[config.mk]
export PLATFORM = sky130hd
export DESIGN_NAME = shift_subtract_divider
export DESIGN_NICKNAME = d
export VERILOG_FILES = /design/src/rtl/shift_subtract_divider.sv
export SDC_FILE = /design/constraint.sdc
export NUM_CORES = 1
export LEC_CHECK = 0
export BUFFER_PORTS_ARGS = -buffer_cell sky130_fd_sc_hd__buf_2
export CAP_MARGIN = 25
export CORE_MARGIN = 4
export CORE_UTILIZATION = 40
export CTS_CLUSTER_SIZE = 25
export DETAILED_ROUTE_END_ITERATION = 10
export PLACE_DENSITY = 0.62
export SYNTH_ARGS = -nofsm -noshare
export SYNTH_HDL_FRONTEND = slang
export SYNTH_SLANG_ARGS = --single-unit
[constraint.sdc]
create_clock -name clk -period 4.4 [get_ports clk]
set_clock_uncertainty 0.05 [all_clocks]
set_input_delay 0.88 -clock clk [delete_from_list [all_inputs] [get_ports clk]]
set_output_delay 0.88 -clock clk [all_outputs]
set_load 0.1 [all_outputs]
[src/rtl/shift_subtract_divider.sv]
// Sequential restoring (shift-subtract) unsigned divider, one quotient bit per clock.
// Optional macro SSDIV_DIV0_FAST_EN: divide-by-zero skips iteration and raises div_by_zero_o.
module shift_subtract_divider #(
    parameter int unsigned WIDTH = 4
) (
    input  logic             clk,
    input  logic             rst_n,
    input  logic             start_i,
    input  logic [WIDTH-1:0] dividend_i,
    input  logic [WIDTH-1:0] divisor_i,
    output logic             busy_o,
    output logic             done_o,
    output logic [WIDTH-1:0] quotient_o,
    output logic [WIDTH-1:0] remainder_o,
    output logic             div_by_zero_o
);

    localparam int unsigned CNT_W = $clog2(WIDTH + 1);

    typedef enum logic [1:0] {
        IDLE = 2'd0,
        RUN  = 2'd1,
        DONE = 2'd2
    } state_e;

    state_e             state_q, state_d;
    logic [WIDTH-1:0]   rem_q, rem_d;
    logic [WIDTH-1:0]   quo_q, quo_d;
    logic [WIDTH-1:0]   dvs_q, dvs_d;
    logic [CNT_W-1:0]   cnt_q, cnt_d;
    logic               busy_q, busy_d;
    logic               done_q, done_d;
    logic [WIDTH-1:0]   quot_q, quot_d;
    logic [WIDTH-1:0]   remo_q, remo_d;
    logic               dbz_q, dbz_d;

    logic [WIDTH:0]     shifted;
    logic [WIDTH:0]     trial;
    logic               fits;
    logic [WIDTH-1:0]   quo_next;
    logic [WIDTH-1:0]   rem_next;

    always_ff @(posedge clk) begin
        if (!rst_n) begin
            state_q <= IDLE;
            rem_q   <= '0;
            quo_q   <= '0;
            dvs_q   <= '0;
            cnt_q   <= '0;
            busy_q  <= 1'b0;
            done_q  <= 1'b0;
            quot_q  <= '0;
            remo_q  <= '0;
            dbz_q   <= 1'b0;
        end else begin
            state_q <= state_d;
            rem_q   <= rem_d;
            quo_q   <= quo_d;
            dvs_q   <= dvs_d;
            cnt_q   <= cnt_d;
            busy_q  <= busy_d;
            done_q  <= done_d;
            quot_q  <= quot_d;
            remo_q  <= remo_d;
            dbz_q   <= dbz_d;
        end
    end

    always_comb begin
        state_d = state_q;
        rem_d   = rem_q;
        quo_d   = quo_q;
        dvs_d   = dvs_q;
        cnt_d   = cnt_q;
        busy_d  = busy_q;
        done_d  = 1'b0;
        quot_d  = quot_q;
        remo_d  = remo_q;
        dbz_d   = dbz_q;

        // Trial subtract; the sign bit of the (WIDTH+1)-bit difference decides the quotient bit.
        // The kept remainder is always below the divisor, so WIDTH bits of storage suffice.
        shifted  = {rem_q, quo_q[WIDTH-1]};
        trial    = shifted - {1'b0, dvs_q};
        fits     = ~trial[WIDTH];
        quo_next = {quo_q[WIDTH-2:0], fits};
        rem_next = fits ? trial[WIDTH-1:0] : shifted[WIDTH-1:0];

        unique case (state_q)
            IDLE: begin
                if (start_i) begin
                    quo_d   = dividend_i;
                    dvs_d   = divisor_i;
                    rem_d   = '0;
                    cnt_d   = CNT_W'(WIDTH);
                    busy_d  = 1'b1;
                    dbz_d   = 1'b0;
                    state_d = RUN;
`ifdef SSDIV_DIV0_FAST_EN
                    if (divisor_i == '0) begin
                        cnt_d   = '0;
                        quot_d  = '1;
                        remo_d  = dividend_i;
                        dbz_d   = 1'b1;
                        done_d  = 1'b1;
                        state_d = DONE;
                    end
`endif
                end
            end
            RUN: begin
                rem_d = rem_next;
                quo_d = quo_next;
                cnt_d = cnt_q - CNT_W'(1);
                if (cnt_q == CNT_W'(1)) begin
                    quot_d  = quo_next;
                    remo_d  = rem_next;
                    done_d  = 1'b1;
                    state_d = DONE;
                end
            end
            DONE: begin
                busy_d  = 1'b0;
                state_d = IDLE;
            end
            default: begin
                busy_d  = 1'b0;
                state_d = IDLE;
            end
        endcase
    end

    assign busy_o        = busy_q;
    assign done_o        = done_q;
    assign quotient_o    = quot_q;
    assign remainder_o   = remo_q;
    assign div_by_zero_o = dbz_q;

endmodule

==> results.py, run 1 <==
metrics = {
    "run_status": {
        "run_status": "finished, final reports clean",
    },
    "sta": {
        "final_min_period_over_clock_period_pct": 53.5,
        "max_slew.worst_pin.slew_ns": 0.868,
        "report.final.hold_viol_count": 0,
        "final_min_period_ns": 2.35,
        "setup_viol": 0,
        "slew_hr_pct": 41.8,
        "report.final.slew_viol_count": 0,
        "sum_of_negative_setup_slack_ns": 0,
        "fmax_ghz": 0.425,
        "rsz0062_at_grt": "no",
    },
    "synthesis": {
        "synth_nets": 155,
        "synth_area_mm2": 0.00125,
        "postSynthCellCount": 137,
        "synthesis.yosys.warnings": 0,
        "synth.top_cell.area_share_pct": 43.2,
        "netlist_top_cells_area": "sky130_fd_sc_hd__dfxtp_1 43%, sky130_fd_sc_hd__mux2i_1 6.4%, sky130_fd_sc_hd__ha_1 6.0%",
        "synth-seq-cells": 27,
        "ys_types": 32,
        "syn_avg_cell_area_um2": 9.12,
        "yosysSeqAreaShare_pct": 43.2,
        "yosys.area.top_type": "sky130_fd_sc_hd__dfxtp_1",
    },
    "final_layout": {
        "nNetsFinal": 174,
        "finalInstanceArea_mm2": 0.00140,
        "antenna_cells": 0,
        "area_growth_syn_to_layout_pct": 11.8,
        "finalCoreUtilization_pct": 46.2,
        "layout_cell_share_with_drive_strength_beyond_1_pct": 19.4,
        "final.fill_count": 301,
    },
    "routing": {
        "detailroute.via_count": 916,
        "viasPerCell": 4.60,
        "first_pass_iters": 4,
        "route.detailed.wl_per_inst_um": 11.2,
        "route.detailed.drc": 0,
        "drt_iter0_drc": 20,
        "detail-route-antenna-nets": 0,
        "totalWireLength_mm": 2.22,
    },
    "die": {
        "placement_rows": 20,
        "dieWidth_um": 63.9,
        "top_level_ports": 22,
        "die_h_um": 63.9,
        "fp.coreArea_mm2": 0.00303,
        "dieArea_mm2": 0.00408,
        "initial_core_util_pct": 41.3,
    },
    "setup_path": {
        "timing.critical_path.slowest_stage_cell": "sky130_fd_sc_hd__fa_1",
        "critical_path.max_fanout": 6,
        "worstPathArrival_ns": 2.57,
        "required_ns": 4.61,
        "critPathKind": "register to register",
        "crit_path_cell_chain": "inv_1, ha_1, fa_1, nand2b_1, a21oi_2, xor2_2, mux2_2, o22ai_1",
        "reg2reg_depth": 8,
        "crit_path_largest_cell_delay_ns": 0.41,
        "worstSetupEndpointType": "register",
        "setup.worst_path.start_class": "register",
    },
    "job": {
        "cap_viol_max_count": 0,
    },
    "clock_tree": {
        "number_of_levels_in_the_clock_h_tree": 1,
        "cts_tree": "done",
        "cts-hold-fix-buffers": 0,
        "post_cts_resize_count": 0,
        "clock_network_latency_to_the_later_pin_of_the_worst_skew_pair_ns": 0.32,
        "clkSinkCount": 27,
        "cts_setup_buffers": 0,
        "cts-buffers-inserted": 3,
        "cts_buffer_depth": 2,
        "cts.reportedPaths.clkPinSlew_ns": 0.15,
        "clock_tree.root_cell": "sky130_fd_sc_hd__clkbuf_4",
    },
    "pwr": {
        "pwr_density_cell_mw_per_mm2": 352,
        "power.static_leakage_nw": 0.611,
        "total_power_mw": 0.492,
        "ir_worst_vdd_uv": 177,
    },
    "global_route": {
        "largest_net_degree_at_the_start_of_global_routing": 25,
        "initial_antenna_violation_count": 0,
        "grt_first_pass_wirelength_mm": 3.73,
        "grt_pass1_vias": 839,
        "overflow": 0,
        "track_usage_pct": 11.7,
    },
    "worst_hold_path": {
        "hold_path.class": "register to register",
        "whs_path_cells": 2,
    },
    "place": {
        "total_cell_area_at_the_placement_stage_mm2": 0.00137,
        "gp_congestion": 0.750,
        "portBuffers": 20,
        "dp.final_hpwl_mm": 1.71,
    },
}
## cells in the final DEF (no fill, tap or decap), drive strengths merged, types with 6 or more instances in the layout
| master | synthesis | layout |
|---|---|---|
| mux2i | 8 | 8 |
| inv | 11 | 11 |
| nor2 | 9 | 9 |
| a21oi | 10 | 10 |
| o21ai | 11 | 11 |
| ha | 6 | 6 |
| nor2b | 9 | 9 |
| buf | 4 | 20 |
| nand2 | 14 | 14 |
| dfxtp | 27 | 27 |
## critical path: cells and delay by family, from the launching register on
kind | cells | cell delay (ns)
muxes | 1 | 0.40
and+or+nand+nor | 1 | 0.17
DFF | 1 | 0.34
xor gates and xnor gates | 1 | 0.35
buffers and inverters | 1 | 0.05
adders and majority gates | 2 | 0.63
AOI/OAI and AO/OA | 2 | 0.30
## where the power goes
| part | switching (mW) | internal [mW] | total, mW |
|---|---|---|---|
| clock | 0.0728 | 0.0341 | 0.107 |
| combinational | 0.0714 | 0.0449 | 0.116 |
| sequential | 0.00982 | 0.259 | 0.269 |
## cell usage after synthesis
cell type,n
sky130_fd_sc_hd__o21ai_0,7
sky130_fd_sc_hd__nor2_1,8
sky130_fd_sc_hd__inv_1,11
sky130_fd_sc_hd__fa_1,1
sky130_fd_sc_hd__nor3b_1,2
sky130_fd_sc_hd__buf_2,1
sky130_fd_sc_hd__mux2_2,2
sky130_fd_sc_hd__a211oi_1,1
sky130_fd_sc_hd__conb_1,1
sky130_fd_sc_hd__o21bai_1,1
sky130_fd_sc_hd__and2_1,3
sky130_fd_sc_hd__o211a_1,2
sky130_fd_sc_hd__o21ai_1,4
sky130_fd_sc_hd__xor2_2,1
sky130_fd_sc_hd__buf_4,3
sky130_fd_sc_hd__nor2b_1,9
sky130_fd_sc_hd__nand2b_1,3
sky130_fd_sc_hd__nand3b_1,1
sky130_fd_sc_hd__xnor2_1,1
sky130_fd_sc_hd__a222oi_1,1
sky130_fd_sc_hd__clkbuf_1,2
sky130_fd_sc_hd__mux2i_1,8
sky130_fd_sc_hd__nor2_2,1
sky130_fd_sc_hd__o22ai_1,3
sky130_fd_sc_hd__ha_1,6
sky130_fd_sc_hd__nor3b_2,1
sky130_fd_sc_hd__dfxtp_1,27
sky130_fd_sc_hd__a21oi_2,1
sky130_fd_sc_hd__xor2_1,1
sky130_fd_sc_hd__nand2_1,14
sky130_fd_sc_hd__a21boi_0,1
sky130_fd_sc_hd__a21oi_1,9
## layout make-up
cell class                 count  area [µm²]  share of cell area (%)
clock buffer                   3        22.5                    1.61
clock inverter                 1        5.00                   0.358
inverter                      11        41.3                    2.95
multi-input combinational     93         633                    45.3
sequential                    27         541                    38.7
tap                           44        55.1                    3.94
timing repair buffer          20         100                    7.16
## cell families (layout without fill, tap and decap cells)
group | after synthesis | in the layout | synth area share, %
and+or+nand+nor | 42 | 42 | 17.4
other | 1 | 1 | 0.300
muxes | 10 | 10 | 8.21
DFF | 27 | 27 | 43.2
xor gates and xnor gates | 3 | 3 | 2.70
adders and majority gates | 7 | 7 | 7.61
AOI/OAI and AO/OA | 30 | 30 | 14.4
buffers and inverters | 17 | 35 | 6.11
## layer usage
metal	GRT usage, %	vias up	share of wire (%)
met1	14.6	404	48
li1	-	491	-
met4	5.66	0	0.94
met3	3.51	2	5.4
met5	0	-	0
met2	18.1	19	45
## registers in the layout, indices dropped and copies added, names as in the netlist
register	count
busy_o	1
state_q	2
quotient_o	4
done_o	1
quo_q	4
rem_q	4
dvs_q	4
cnt_q	3
remainder_o	4
## worst paths after layout
| check | start | to | slack (ns) |
|---|---|---|---|
| max | quo_q[3]$_SDFFE_PN0P_ | remainder_o[0]$_SDFFE_PN0P_ | 2.05 |
| min | remainder_o[0]$_SDFFE_PN0P_ | remainder_o[0]$_SDFFE_PN0P_ | 0.43 |
| max reg2reg | quo_q[3]$_SDFFE_PN0P_ | remainder_o[0]$_SDFFE_PN0P_ | 2.05 |
| min reg2reg | remainder_o[0]$_SDFFE_PN0P_ | remainder_o[0]$_SDFFE_PN0P_ | 0.43 |
## metrics by stage
stage	setup WS, ns	std cells	hold WS, ns
after detailed placement	2.06	195	0.415
final	2.05	199	0.434
after global routing	1.88	199	0.462
after CTS	2.02	199	0.439
after floorplan	2.25	137	0.395
after global placement	2.09	195	0.410
Note: power is estimated with default switching activity, not from simulation.
==> run 2, diff against run 1 <==
--- a/config.mk
+++ b/config.mk
@@ -11,7 +11,7 @@
 export CORE_UTILIZATION = 40
 export CTS_CLUSTER_SIZE = 25
 export DETAILED_ROUTE_END_ITERATION = 10
-export PLACE_DENSITY = 0.62
+export PLACE_DENSITY = 0.65
 export SYNTH_ARGS = -nofsm -noshare
 export SYNTH_HDL_FRONTEND = slang
 export SYNTH_SLANG_ARGS = --single-unit
==> constraint.sdc (replaced) <==
create_clock -name clk -period 2.1 [get_ports clk]
set_clock_uncertainty 0.05 [all_clocks]
set_input_delay 0.42 -clock clk [delete_from_list [all_inputs] [get_ports clk]]
set_output_delay 0.42 -clock clk [all_outputs]
set_load 0.1 [all_outputs]
==> run 2 against run 1 <==
- the run now ends with setup timing left
- highest routed layer unchanged
- power is 130% higher
- global-route usage rose by 1.4 points
- core utilization rose by 3.8 points
- clock power up 120%
- largest cell class unchanged
- cell area grew 8.3%
- critical path type unchanged
- sequential cell count unchanged
- via count rose by 9.3%
- fmax is 11% higher
==> results.py, run 2 (synthesis gave the netlist of run 1 again) <==
metrics = {
    "setup_path": {
        "setup.reg_to_reg.worst_slack_ns": -0.01,
        "critical_path.reg2reg.startpoint": "quo_q[3]$_SDFFE_PN0P_",
        "required_ns": 2.33,
        "reg2reg_depth": 8,
        "critPathKind": "register to register",
        "worstSetupEndpointType": "register",
        "worstPathArrival_ns": 2.35,
        "critical_path.reg2reg.endpoint": "remainder_o[1]$_SDFFE_PN0P_",
        "worst_setup_path_startpoint": "quo_q[3]$_SDFFE_PN0P_",
        "setup.worst_path.start_class": "register",
        "critical_path.max_fanout": 5,
    },
    "job": {
        "cap_viol_max_count": 0,
    },
    "routing": {
        "first_pass_iters": 4,
        "drt_iter0_drc": 34,
        "detailroute.via_count": 1001,
        "totalWireLength_mm": 2.51,
        "route.detailed.drc": 0,
        "detail-route-antenna-nets": 0,
        "viasPerCell": 4.86,
        "route.detailed.wl_per_inst_um": 12.2,
    },
    "final_layout": {
        "final.fill_count": 285,
        "finalInstanceArea_mm2": 0.00151,
        "layout_cell_share_with_drive_strength_beyond_1_pct": 27.2,
        "antenna_cells": 0,
        "finalCoreUtilization_pct": 50.0,
        "layout_common_cells": "26 x sky130_fd_sc_hd__dfxtp_1, 20 x sky130_fd_sc_hd__buf_2, 14 x sky130_fd_sc_hd__nand2_1",
        "nNetsFinal": 181,
        "area_growth_syn_to_layout_pct": 21.1,
        "most_common_library_cell_in_the_layout_ignoring_fill_and_taps": "sky130_fd_sc_hd__dfxtp_1",
    },
    "sta": {
        "rsz0062_at_grt": "yes",
        "postLayoutSetupSlackWorst_ns": -0.0133,
        "final_min_period_over_clock_period_pct": 101,
        "report.final.slew_viol_count": 0,
        "max_slew.worst_pin.slew_ns": 0.544,
        "slew_hr_pct": 63.7,
        "final_min_period_ns": 2.11,
        "final.hold.worst_slack_ns": 0.269,
        "setup_viol": 1,
        "report.final.hold_viol_count": 0,
        "fmax_ghz": 0.473,
    },
    "worst_hold_path": {
        "timing.hold.worst_endpoint": "dvs_q[3]$_SDFFE_PN0P_",
        "hold_path_startpoint": "divisor_i[3]",
        "whs_path_cells": 3,
        "hold_path.class": "input port to register",
    },
    "place": {
        "gp_congestion": 0.808,
        "total_cell_area_at_the_placement_stage_mm2": 0.00143,
        "dp.final_hpwl_mm": 1.81,
        "portBuffers": 20,
    },
    "clock_tree": {
        "cts_buffer_depth": 2,
        "cts-hold-fix-buffers": 0,
        "clock_tree.root_cell": "sky130_fd_sc_hd__clkbuf_4",
        "cts-buffers-inserted": 3,
        "cts_tree": "done",
        "clkSinkCount": 27,
        "number_of_levels_in_the_clock_h_tree": 1,
        "cts.reportedPaths.clkPinSlew_ns": 0.15,
        "clock_network_latency_to_the_later_pin_of_the_worst_skew_pair_ns": 0.34,
    },
    "die": {
        "top_level_ports": 22,
        "die_h_um": 63.9,
        "placement_rows": 20,
        "initial_core_util_pct": 41.3,
        "fp.coreArea_mm2": 0.00303,
        "dieWidth_um": 63.9,
        "dieArea_mm2": 0.00408,
    },
    "pwr": {
        "pwr_density_cell_mw_per_mm2": 734,
        "power.static_leakage_nw": 0.667,
        "total_power_mw": 1.11,
        "ir_worst_vdd_uv": 260,
    },
    "global_route": {
        "overflow": 0,
        "track_usage_pct": 13.1,
        "initial_antenna_violation_count": 0,
        "largest_net_degree_at_the_start_of_global_routing": 25,
        "grt_pass1_vias": 976,
        "grt_first_pass_wirelength_mm": 4.15,
    },
    "run_status": {
        "run_status": "finished, violations left",
        "failed_checks": "setup timing",
    },
}
==> run 2: changes by cell type in the layout (fill, tap and decap cells not counted), sizes merged <==
cell  change
buf       +7
==> run 2: through the flow <==
stage          setup WS (ns)  std cells  setup TNS, ns
2_1_floorplan        0.00565        137              0
3_3_place_gp       -0.000345        200      -0.000345
3_5_place_dp         -0.0773        200         -0.308
4_1_cts            -0.000245        205      -0.000245
5_1_grt              -0.0791        206         -0.389
6_report             -0.0133        206        -0.0133
==> run 2: report_power, final <==
| group | switching, mW | internal (mW) | leakage (nW) |
|---|---|---|---|
| clock | 0.159 | 0.0719 | 0.0177 |
| combinational | 0.174 | 0.140 | 0.429 |
| sequential | 0.0233 | 0.544 | 0.221 |
==> run 2: critical path: stages, from the launching register on <==
cell and delay (ns):
sky130_fd_sc_hd__dfxtp_2 0.35, sky130_fd_sc_hd__inv_2 0.04, sky130_fd_sc_hd__ha_4 0.15, sky130_fd_sc_hd__fa_2 0.34, sky130_fd_sc_hd__nand2b_4 0.16, sky130_fd_sc_hd__a21oi_4 0.20
sky130_fd_sc_hd__xor2_4 0.27, sky130_fd_sc_hd__mux2_4 0.34, sky130_fd_sc_hd__o22ai_1 0.16
==> run 2: worst max-delay path by stage <==
stage / endpoint / slack, ns / depth (start not counted)
4_1_cts: remainder_o[0]$_SDFFE_PN0P_ / -0.0002 / 8
2_1_floorplan: remainder_o[0]$_SDFFE_PN0P_ / 0.006 / 8
5_1_grt: remainder_o[1]$_SDFFE_PN0P_ / -0.08 / 8
3_3_place_gp: remainder_o[1]$_SDFFE_PN0P_ / -0.0003 / 8
6_report: remainder_o[1]$_SDFFE_PN0P_ / -0.01 / 8
3_5_place_dp: remainder_o[0]$_SDFFE_PN0P_ / -0.08 / 8
==> run 2: final cells by class <==
| type | count | area, µm² | share of cell area (%) |
|---|---|---|---|
| Clock buffer | 3 | 22.5 | 1.49 |
| Clock inverter | 1 | 5.00 | 0.331 |
| Inverter | 11 | 41.3 | 2.73 |
| Multi-Input combinational cell | 93 | 692 | 45.7 |
| Sequential cell | 27 | 542 | 35.8 |
| Tap cell | 44 | 55.1 | 3.64 |
| Timing Repair Buffer | 27 | 156 | 10.3 |
==> run 2: what timing repair did <==
action,in CTS,in global routing
pin swaps,3,7
buffers inserted,1,1
gates resized for setup,4,6
setup endpoints to repair,10,10
==> run 2: metal layers <==
layer,global-route usage (%),share of wire (%),vias up
li1,-,-,505
met2,21.7,47,20
met3,2.64,4.3,6
met4,8.09,2.5,0
met1,15.4,46,470
met5,0,0,-
==> run 3, diff against run 2 <==
--- a/config.mk
+++ b/config.mk
@@ -5,13 +5,15 @@
 export SDC_FILE = /design/constraint.sdc
 export NUM_CORES = 1
 export LEC_CHECK = 0
-export BUFFER_PORTS_ARGS = -buffer_cell sky130_fd_sc_hd__buf_2
 export CAP_MARGIN = 25
 export CORE_MARGIN = 4
 export CORE_UTILIZATION = 40
 export CTS_CLUSTER_SIZE = 25
 export DETAILED_ROUTE_END_ITERATION = 10
-export PLACE_DENSITY = 0.65
+export DONT_BUFFER_PORTS = 1
+export PLACE_DENSITY = 0.58
+export SKIP_CTS_REPAIR_TIMING = 1
+export SLEW_MARGIN = 20
 export SYNTH_ARGS = -nofsm -noshare
 export SYNTH_HDL_FRONTEND = slang
 export SYNTH_SLANG_ARGS = --single-unit
==> run 3 against run 2 <==
- core utilization decreased by 1.4 points
- clock-buffer cell count unchanged
- critical path type unchanged
- combinational power decreased by 7.0%
- the run now ends clean
- cell area decreased by 2.9%
- wire length decreased by 1.8%
- die area unchanged
==> results.py, run 3 (synthesis gave the netlist of run 1 again) <==
metrics = {
    "clock_tree": {
        "clock_network_latency_to_the_later_pin_of_the_worst_skew_pair_ns": 0.33,
        "cts_buffer_depth": 2,
        "clock_tree.root_cell": "sky130_fd_sc_hd__clkbuf_4",
        "cts-buffers-inserted": 3,
        "cts_tree": "done",
        "clkSinkCount": 27,
        "number_of_levels_in_the_clock_h_tree": 1,
        "cts.reportedPaths.clkPinSlew_ns": 0.14,
    },
    "routing": {
        "detailroute.via_count": 920,
        "viasPerCell": 4.72,
        "route.detailed.drc": 0,
        "drt_iter0_drc": 9,
        "detail-route-antenna-nets": 0,
        "totalWireLength_mm": 2.46,
        "route.detailed.wl_per_inst_um": 12.6,
        "first_pass_iters": 4,
    },
    "sta": {
        "setup_viol": 0,
        "final_min_period_ns": 2.04,
        "report.final.slew_viol_count": 0,
        "report.final.hold_viol_count": 0,
        "final_min_period_over_clock_period_pct": 97.3,
        "slew_hr_pct": 64.6,
        "max_slew.worst_pin.slew_ns": 0.531,
        "final.hold.worst_slack_ns": 0.161,
        "sum_of_negative_setup_slack_ns": 0,
        "rsz0062_at_grt": "yes",
        "fmax_ghz": 0.489,
    },
    "die": {
        "initial_core_util_pct": 41.3,
        "placement_rows": 20,
        "die_h_um": 63.9,
        "dieArea_mm2": 0.00408,
        "dieWidth_um": 63.9,
        "fp.coreArea_mm2": 0.00303,
        "top_level_ports": 22,
    },
    "setup_path": {
        "timing.critical_path.slowest_stage_cell": "sky130_fd_sc_hd__dfxtp_2",
        "setup.reg_to_reg.worst_slack_ns": 0.06,
        "critPathKind": "register to register",
        "family_of_cells_with_the_greatest_summed_delay_on_the_critical_path": "adder cells",
        "critical_path.max_fanout": 6,
        "crit_path_largest_cell_delay_ns": 0.35,
        "stages_on_worst_setup_path": 9,
        "critical_path.reg2reg.startpoint": "quo_q[3]$_SDFFE_PN0P_",
        "worstSetupEndpointType": "register",
        "setup.worst_path.start_class": "register",
        "critical_path.reg2reg.endpoint": "remainder_o[1]$_SDFFE_PN0P_",
        "worst_setup_path_startpoint": "quo_q[3]$_SDFFE_PN0P_",
        "crit_path_cell_chain": "inv_2, ha_4, fa_2, nand2b_4, a21oi_4, xor2_2, buf_6, mux2_4, o22ai_2",
        "required_ns": 2.31,
        "worstPathArrival_ns": 2.26,
        "reg2reg_depth": 9,
        "cp_bufs_invs": 2,
        "cp-endpoint": "remainder_o[1]$_SDFFE_PN0P_",
    },
    "final_layout": {
        "multi_input_comb_area_um2": 681,
        "nNetsFinal": 170,
        "ff_latch_area_um2": 542,
        "area_growth_syn_to_layout_pct": 17.6,
        "final.fill_count": 306,
        "layout_common_cells": "26 x sky130_fd_sc_hd__dfxtp_1, 15 x sky130_fd_sc_hd__buf_4, 14 x sky130_fd_sc_hd__nand2_1",
        "antenna_cells": 0,
        "fin_cells": 195,
        "most_common_library_cell_in_the_layout_ignoring_fill_and_taps": "sky130_fd_sc_hd__dfxtp_1",
        "finalCoreUtilization_pct": 48.6,
        "layout_cell_share_with_drive_strength_beyond_1_pct": 21.9,
    },
    "pwr": {
        "pwr_density_cell_mw_per_mm2": 736,
        "power.static_leakage_nw": 0.615,
        "total_power_mw": 1.08,
        "ir_worst_vdd_uv": 260,
    },
    "worst_hold_path": {
        "hold_path_startpoint": "rst_n",
        "hold_path.class": "input port to register",
    },
    "place": {
        "placed_cells": 189,
        "portBuffers": 0,
        "dp.final_hpwl_mm": 1.78,
        "gp_congestion": 0.750,
    },
    "run_status": {
        "run_status": "finished, final reports clean",
    },
    "global_route": {
        "grt_first_pass_wirelength_mm": 4.03,
        "grt_pass1_vias": 897,
        "overflow": 0,
        "track_usage_pct": 12.5,
        "initial_antenna_violation_count": 0,
        "largest_net_degree_at_the_start_of_global_routing": 25,
    },
    "job": {
        "cap_viol_max_count": 0,
    },
}
## run 3: cell types whose count changed in the layout (fill, tap and decap cells not counted), sizes merged
cell	change
buf	-11
## run 3: final cells by class
type | count | area share, %
Timing Repair Buffer | 16 | 8.43
Clock inverter | 1 | 0.340
Clock buffer | 3 | 1.53
Tap cell | 44 | 3.74
Multi-Input combinational cell | 93 | 46.3
Sequential cell | 27 | 36.9
Inverter | 11 | 2.81
## run 3: metal layers
layer	share of wire (%)	track usage, %	wire [µm]
met5	0	0	0
met4	1.6	4.85	40
met3	7.7	5.45	190
met2	46	18.6	1130
met1	45	15.8	1100
## run 3: worst min path at each step
stage / to / slack [ns] / cells past startpoint
finish: quo_q[2]$_SDFFE_PN0P_ / 0.16 / 1
global route: quo_q[2]$_SDFFE_PN0P_ / 0.13 / 1
CTS: quo_q[2]$_SDFFE_PN0P_ / 0.14 / 1
detailed placement: rem_q[2]$_SDFFE_PN0P_ / 0.41 / 2
global placement: remainder_o[1]$_SDFFE_PN0P_ / 0.42 / 2
floorplan: rem_q[1]$_SDFFE_PN0P_ / 0.39 / 2
## run 3: through the flow
| stage | area [µm²] | setup WS (ns) |
|---|---|---|
| finish | 1470 | 0.0566 |
| global placement | 1390 | 0.0387 |
| floorplan | 1270 | 0.00565 |
| CTS | 1420 | -0.0667 |
| detailed placement | 1390 | -0.0378 |
| global route | 1470 | -0.0576 |
## run 3: power breakdown
group / leakage, nW / internal (mW) / total (mW) / switching [mW]
clock: 0.0177 / 0.0715 / 0.224 / 0.153
sequential: 0.221 / 0.544 / 0.567 / 0.0230
combinational: 0.376 / 0.131 / 0.291 / 0.160
total: 0.615 / 0.747 / 1.08 / 0.335
